### config.mk
export PLATFORM = sky130hd
export DESIGN_NAME = alu_serial8
export DESIGN_NICKNAME = d
export VERILOG_FILES = /design/src/rtl/alu_pkg.sv /design/src/rtl/mux2to1.sv /design/src/rtl/alu_serial8.sv
export SDC_FILE = /design/constraint.sdc
export NUM_CORES = 1
export LEC_CHECK = 0
export ABC_CLOCK_PERIOD_IN_PS = 7600
export BUFFER_PORTS_ARGS = -buffer_cell sky130_fd_sc_hd__buf_2
export CELL_PAD_IN_SITES_DETAIL_PLACEMENT = 1
export CELL_PAD_IN_SITES_GLOBAL_PLACEMENT = 1
export CORE_ASPECT_RATIO = 1.5
export CORE_UTILIZATION = 44
export DETAILED_ROUTE_END_ITERATION = 10
export GPL_TIMING_DRIVEN = 0
export PLACE_DENSITY_LB_ADDON = 0.2
export SLEW_MARGIN = 5
export SYNTH_ARGS = -nofsm -noshare
export SYNTH_HDL_FRONTEND = slang
export SYNTH_HIERARCHICAL = 1
export SYNTH_SLANG_ARGS = --single-unit
### constraint.sdc
create_clock -name clk -period 7.6 [get_ports clk]
set_clock_uncertainty 0.15 [all_clocks]
set_input_delay 1.14 -clock clk [delete_from_list [all_inputs] [get_ports clk]]
set_output_delay 1.14 -clock clk [all_outputs]
set_load 0.05 [all_outputs]
### src/rtl/alu_pkg.sv
// rtl/alu_pkg.sv - shared definitions for the bit-serial ALU
//
// Purpose: op encodings, default operand width and FSM state type used by
// alu_serial8 and its testbench.
// Ports: none (package).
package alu_pkg;

  localparam int WIDTH_DEF = 8;

  localparam logic [1:0] OP_ADD = 2'b00;
  localparam logic [1:0] OP_SUB = 2'b01;
  localparam logic [1:0] OP_AND = 2'b10;
  localparam logic [1:0] OP_OR  = 2'b11;

  typedef enum logic [1:0] {
    IDLE = 2'b00,
    RUN  = 2'b01,
    DONE = 2'b10
  } state_t;

endpackage

### src/rtl/mux2to1.sv
// rtl/mux2to1.sv - single-bit 2:1 multiplexer
//
// Purpose: selects I1 when S is high, I0 otherwise.
// Ports:
//   S  - select
//   I0 - input chosen when S=0
//   I1 - input chosen when S=1
//   Y  - selected output
module mux2to1 (
  input  logic S,
  input  logic I0,
  input  logic I1,
  output logic Y
);

  assign Y = S ? I1 : I0;

endmodule

### src/rtl/alu_serial8.sv
// rtl/alu_serial8.sv - bit-serial ADD/SUB/AND/OR ALU, one bit per clock
//
// Purpose: on an accepted start the operands and op are captured, then one
// result bit is produced per cycle LSB first; done pulses for one cycle when
// the full result is in y. Optional zero flag output z is built only when the
// macro ALU_SERIAL_ZERO_FLAG_EN is defined.
// Ports:
//   clk   - clock, rising edge
//   reset - asynchronous active-high reset
//   start - begin an operation (sampled in IDLE and DONE only)
//   op    - 00 ADD, 01 SUB, 10 AND, 11 OR
//   a, b  - operands (WIDTH bits)
//   busy  - high while bits are being processed
//   done  - one-cycle result-valid pulse
//   y     - result, stable from done until the next accepted start
//   cout  - carry (ADD), no-borrow (SUB), 0 for logic ops
//   z     - (ALU_SERIAL_ZERO_FLAG_EN only) 1 iff y==0, valid from done
module alu_serial8
  import alu_pkg::*;
#(
  parameter int WIDTH = WIDTH_DEF
) (
  input  logic             clk,
  input  logic             reset,
  input  logic             start,
  input  logic [1:0]       op,
  input  logic [WIDTH-1:0] a,
  input  logic [WIDTH-1:0] b,
  output logic             busy,
  output logic             done,
  output logic [WIDTH-1:0] y,
  output logic             cout
`ifdef ALU_SERIAL_ZERO_FLAG_EN
  ,
  output logic             z
`endif
);

  localparam int IW = (WIDTH > 1) ? $clog2(WIDTH) : 1;
  localparam logic [IW-1:0] LAST_IDX = IW'(WIDTH - 1);

  state_t           state_q, state_d;
  logic [WIDTH-1:0] a_q, a_d;
  logic [WIDTH-1:0] b_q, b_d;
  logic [1:0]       op_q, op_d;
  logic [IW-1:0]    idx_q, idx_d;
  logic             carry_q, carry_d;
  logic [WIDTH-1:0] y_q, y_d;
  logic             cout_q, cout_d;
`ifdef ALU_SERIAL_ZERO_FLAG_EN
  logic             z_q, z_d;
`endif

  logic a_bit, b_bit, b_eff;
  logic sum_bit, carry_nx, logic_bit, res_bit;

  // Current bit slice of the captured operands; SUB is a + ~b + 1, with the
  // +1 coming from the carry preset on start.
  assign a_bit     = a_q[idx_q];
  assign b_bit     = b_q[idx_q];
  assign b_eff     = (op_q == OP_SUB) ? ~b_bit : b_bit;
  assign sum_bit   = a_bit ^ b_eff ^ carry_q;
  assign carry_nx  = (a_bit & b_eff) | (carry_q & (a_bit ^ b_eff));
  assign logic_bit = op_q[0] ? (a_bit | b_bit) : (a_bit & b_bit);

  // op[1] separates logic ops from arithmetic ones.
  mux2to1 u_sel (
    .S  (op_q[1]),
    .I0 (sum_bit),
    .I1 (logic_bit),
    .Y  (res_bit)
  );

  always_comb begin
    state_d = state_q;
    a_d     = a_q;
    b_d     = b_q;
    op_d    = op_q;
    idx_d   = idx_q;
    carry_d = carry_q;
    y_d     = y_q;
    cout_d  = cout_q;
`ifdef ALU_SERIAL_ZERO_FLAG_EN
    z_d     = z_q;
`endif
    case (state_q)
      IDLE, DONE: begin
        if (start) begin
          state_d = RUN;
          a_d     = a;
          b_d     = b;
          op_d    = op;
          idx_d   = '0;
          carry_d = (op == OP_SUB);
          y_d     = '0;
          cout_d  = 1'b0;
`ifdef ALU_SERIAL_ZERO_FLAG_EN
          z_d     = 1'b0;
`endif
        end else if (state_q == DONE) begin
          state_d = IDLE;
        end
      end
      RUN: begin
        y_d[idx_q] = res_bit;
        carry_d    = carry_nx;
        idx_d      = idx_q + 1'b1;
        if (idx_q == LAST_IDX) begin
          state_d = DONE;
          idx_d   = '0;
          cout_d  = op_q[1] ? 1'b0 : carry_nx;
`ifdef ALU_SERIAL_ZERO_FLAG_EN
          z_d     = (y_d == '0);
`endif
        end
      end
      default: state_d = IDLE;
    endcase
  end

  always_ff @(posedge clk or posedge reset) begin
    if (reset) begin
      state_q <= IDLE;
      a_q     <= '0;
      b_q     <= '0;
      op_q    <= '0;
      idx_q   <= '0;
      carry_q <= 1'b0;
      y_q     <= '0;
      cout_q  <= 1'b0;
`ifdef ALU_SERIAL_ZERO_FLAG_EN
      z_q     <= 1'b0;
`endif
    end else begin
      state_q <= state_d;
      a_q     <= a_d;
      b_q     <= b_d;
      op_q    <= op_d;
      idx_q   <= idx_d;
      carry_q <= carry_d;
      y_q     <= y_d;
      cout_q  <= cout_d;
`ifdef ALU_SERIAL_ZERO_FLAG_EN
      z_q     <= z_d;
`endif
    end
  end

  assign busy = (state_q == RUN);
  assign done = (state_q == DONE);
  assign y    = y_q;
  assign cout = cout_q;
`ifdef ALU_SERIAL_ZERO_FLAG_EN
  assign z    = z_q;
`endif

endmodule

==> summary.md <==
| Metric | Value |
|---|---|
| Antenna viol nets, final | 0 |
| Via density | 5.39 |
| Initial Util | between 40% and 50% |
| Vias in the first global route | between 1000 and 1500 |
| P_int | ~0.50 mW |
| Longest Clk Path Bufs | 2 |
| Die width | 50.7 um |
| Skew-Pair Late Insertion Delay | 0.29 ns |
| Sw frac | between 40 and 50% |
| Layout Area Growth over Synthesis | 18.6% |
| Min-Delay Endpoint | a_q[2]$_DFFE_PP0P_ |
| GR Util All Layers | around 23% |
| Flop-to-flop setup slack | 4.45 ns |
| Final WL | around 3.8 mm |
| Core Region | 3420 um2 |
| Post-layout minimum cycle time | 3.15 ns |
| Worst Hold Class | register to register |
| CP Capture Type | register |
| Final hold slack | around 0.32 ns |
| Area leader, netlist | dfrtp_1 |
| H-Tree Depth | 2 |
| Critical path's most frequent cell | inv_1 |
| Buf/Inv on CP | 3 |
| Clock share of power | between 10% and 20% |
| Slowest stage cell, crit path | fa_1 |
| Routed wire per std cell | around 16 um |
| Post-route DRC | 0 |
| Sequential share of the synthesized area | 52.7% |
| First-pass GRT wire length | between 6 and 7 mm |
| Setup violators final | 0 |
| Synth top area share | between 50% and 60% |
| Max-slew violations | 0 |
| P_sw | approximately 0.41 mW |
| Pin count of the biggest net entering global routing | 34 |
| Cells after Synth | 156 |
| Max-cap violation count | 0 |
| Hpwl dp | approximately 2.8 mm |
| Core Util, Final | between 50% and 60% |
| Root buffer cell | clkbuf_8 |
| GRT Residual Overflow | 0 |
| Most common cell in the netlist | nand2_1 |
| Setup bufs post-CTS | 0 |
| Top cells by count, synth | 57 x nand2_1, 33 x dfrtp_1, 8 x clkbuf_1 |
| Pwr Density | just under 500 nW/um2 |
| Crit-path cells | clkbuf_1 > mux4_2 > mux2_2 > xnor2_1 > fa_1 > inv_1 > mux2_4 > inv_1 > o41ai_1 |
| Post-synth EDFFs | 0 |
| Filler instances | about 420 |
| Peak VDD IR | around 0.24 mV |
| FFs w/ async S/R, synth | between 90% and 100% |
| FF-to-FF Start | idx_q[1]$_DFFE_PP0P_ |
| CTS tree | built |
| Critical path origin | idx_q[1]$_DFFE_PP0P_ |
| Yosys Warn Count | 6 |
| Worst R2R End | y[6]$_DFFE_PP0P_ |
| Post-Syn Area | 1570 um2 |
| Post-cts repair resize count | 0 |
| Die area | ~3800 um2 |
| Outcome | finished, final reports clean |
| DR iter-0 viols | 30 |
| Reg power frac | about a third |
| Nets | between 200 and 250 |
| Top-level I/O count | 32 |
| Combinational Power Share | 53.4% |
| N_diodes | 0 |
| Final GP Congestion | 0.768 |
| Slew @ Worst Pin | just under 0.7 ns |
| Req. time, crit path | 7.62 ns |
| Startpoint types | register |
| Critical path type | register to register |
| Slowest stage delay, CP | around 0.46 ns |
| Post-Syn Nets | 180 |
| Synth area leaders | dfrtp_1 53%, nand2_1 14%, mux4_2 5.7%, o311ai_0 2.2%, o41ai_1 2.2% |
| Synthesis-stage register bit count | 33 |
| Crit path max-delay family | multiplexers |
| Proportion of layout cells with a drive suffix above 1 | 24.6% |
| RSZ-0062 raised after global routing | no |
| FMAX | between 300 and 400 MHz |
| Die Y | 75.1 um |
| Count of cell types in the netlist | 31 |
| Row count | 26 |
| Synth Area per Inst | approximately 10 um2 |
| Hold depth | 2 |
| Hold-fix buffers, CTS | 0 |
| Max-slew headroom | 53.5% |
| Reg clk slew, reported paths | 0.07 ns |
| Tcrit/Tclk final | around 41% |
| Input/output buffers | 31 |
| Fin Setup TNS | 0 ns |
| CP max FO | 10 |
| Synth Flop Type | dfrtp_1 |
| Static leakage | 0.934 nW |
| HP Start | a_q[2]$_DFFE_PP0P_ |
| Cells on worst reg2reg path | 9 |
| Num CTS Buffers | 5 |
| Initial antenna violation count | 0 |
| Via Count | around 1300 |
| Hold Violations, Final | 0 |
| Pre-antenna DRT Iters | 5 |
| Clock sink count | 33 |
| Crit path DAT | roughly 3.2 ns |
-- worst min-delay path: stages (launching register included) --
cell	delay, ns
dfrtp_1	0.34
nand2_1	0.05
nand2_1	0.05
-- power by group through the flow --
stage          clock [mW]  sequential [mW]  combinational [mW]
2_1_floorplan           0            0.341               0.323
3_3_place_gp            0            0.295               0.463
3_5_place_dp            0            0.301               0.493
4_1_cts             0.134            0.298               0.495
5_1_grt             0.137            0.306               0.539
6_report            0.130            0.298               0.489
-- layout make-up --
class                      instances  area, um2  area share, %
clock inverter                     1       7.51          0.404
clock buffer                       7       76.3           4.10
multi-input combinational        106        669           36.0
tap                               42       52.6           2.83
sequential                        33        826           44.4
timing repair buffer              31        155           8.34
buffer                            10       46.3           2.49
inverter                           7       26.3           1.41
-- flip-flops by register name, indices dropped and copies added, names as in the netlist --
name and count:
y 8, op_q 2, idx_q 3, b_q 8
state_q 2, a_q 8, cout 1, carry_q 1
-- worst max-delay path by stage --
stage,to,slack [ns],cells after the start
after floorplan,y[2]$_DFFE_PP0P_,4.92,9
after global placement,y[6]$_DFFE_PP0P_,4.60,9
after detailed placement,y[6]$_DFFE_PP0P_,4.43,9
after CTS,y[6]$_DFFE_PP0P_,4.40,9
after global routing,y[2]$_DFFE_PP0P_,4.23,9
final,y[6]$_DFFE_PP0P_,4.45,9
-- stage by stage --
stage,worst slack (ns),cell area (um2),cells,power (mW)
after CTS,4.40,1860,237,0.927
after floorplan,4.92,1570,156,0.664
after global placement,4.60,1780,229,0.758
after detailed placement,4.43,1780,229,0.794
final,4.45,1860,237,0.917
after global routing,4.23,1860,237,0.982
-- kinds of logic (layout without fill, tap and decap cells) --
logic type      count (synthesis)  count (layout)  synth area share (%)
flops                          33              33                  52.7
simple gates                   73              73                  19.5
compound gates                 20              20                  10.3
buf+inv                        17              56                  4.63
fa+ha+maj                       4               4                  3.59
mux                             8               8                  8.78
xor+xnor                        1               1                 0.559
-- layer usage --
layer	part of all wire [%]	wire, um	track usage, %	vias to the layer above
met1	40	1490	24.7	630
met4	2.3	86	10.5	0
met2	55	2080	43.4	34
li1	-	-	-	606
met5	0	0	0	-
met3	2.9	108	4.85	7
-- cells in the final DEF, fill, tap and decap left out, drive strengths merged, types with 2 or more instances in the layout --
master,Yosys,layout
buf,2,33
clkbuf,8,15
dfrtp,33,33
ha,2,2
inv,7,7
mux2,3,3
mux4,4,4
nand2,57,57
nand2b,4,4
nor2,4,4
nor2b,3,3
o211ai,3,3
o311ai,4,4
o31ai,4,4
o41ai,4,4
Note: power is estimated with default switching activity, not from simulation.
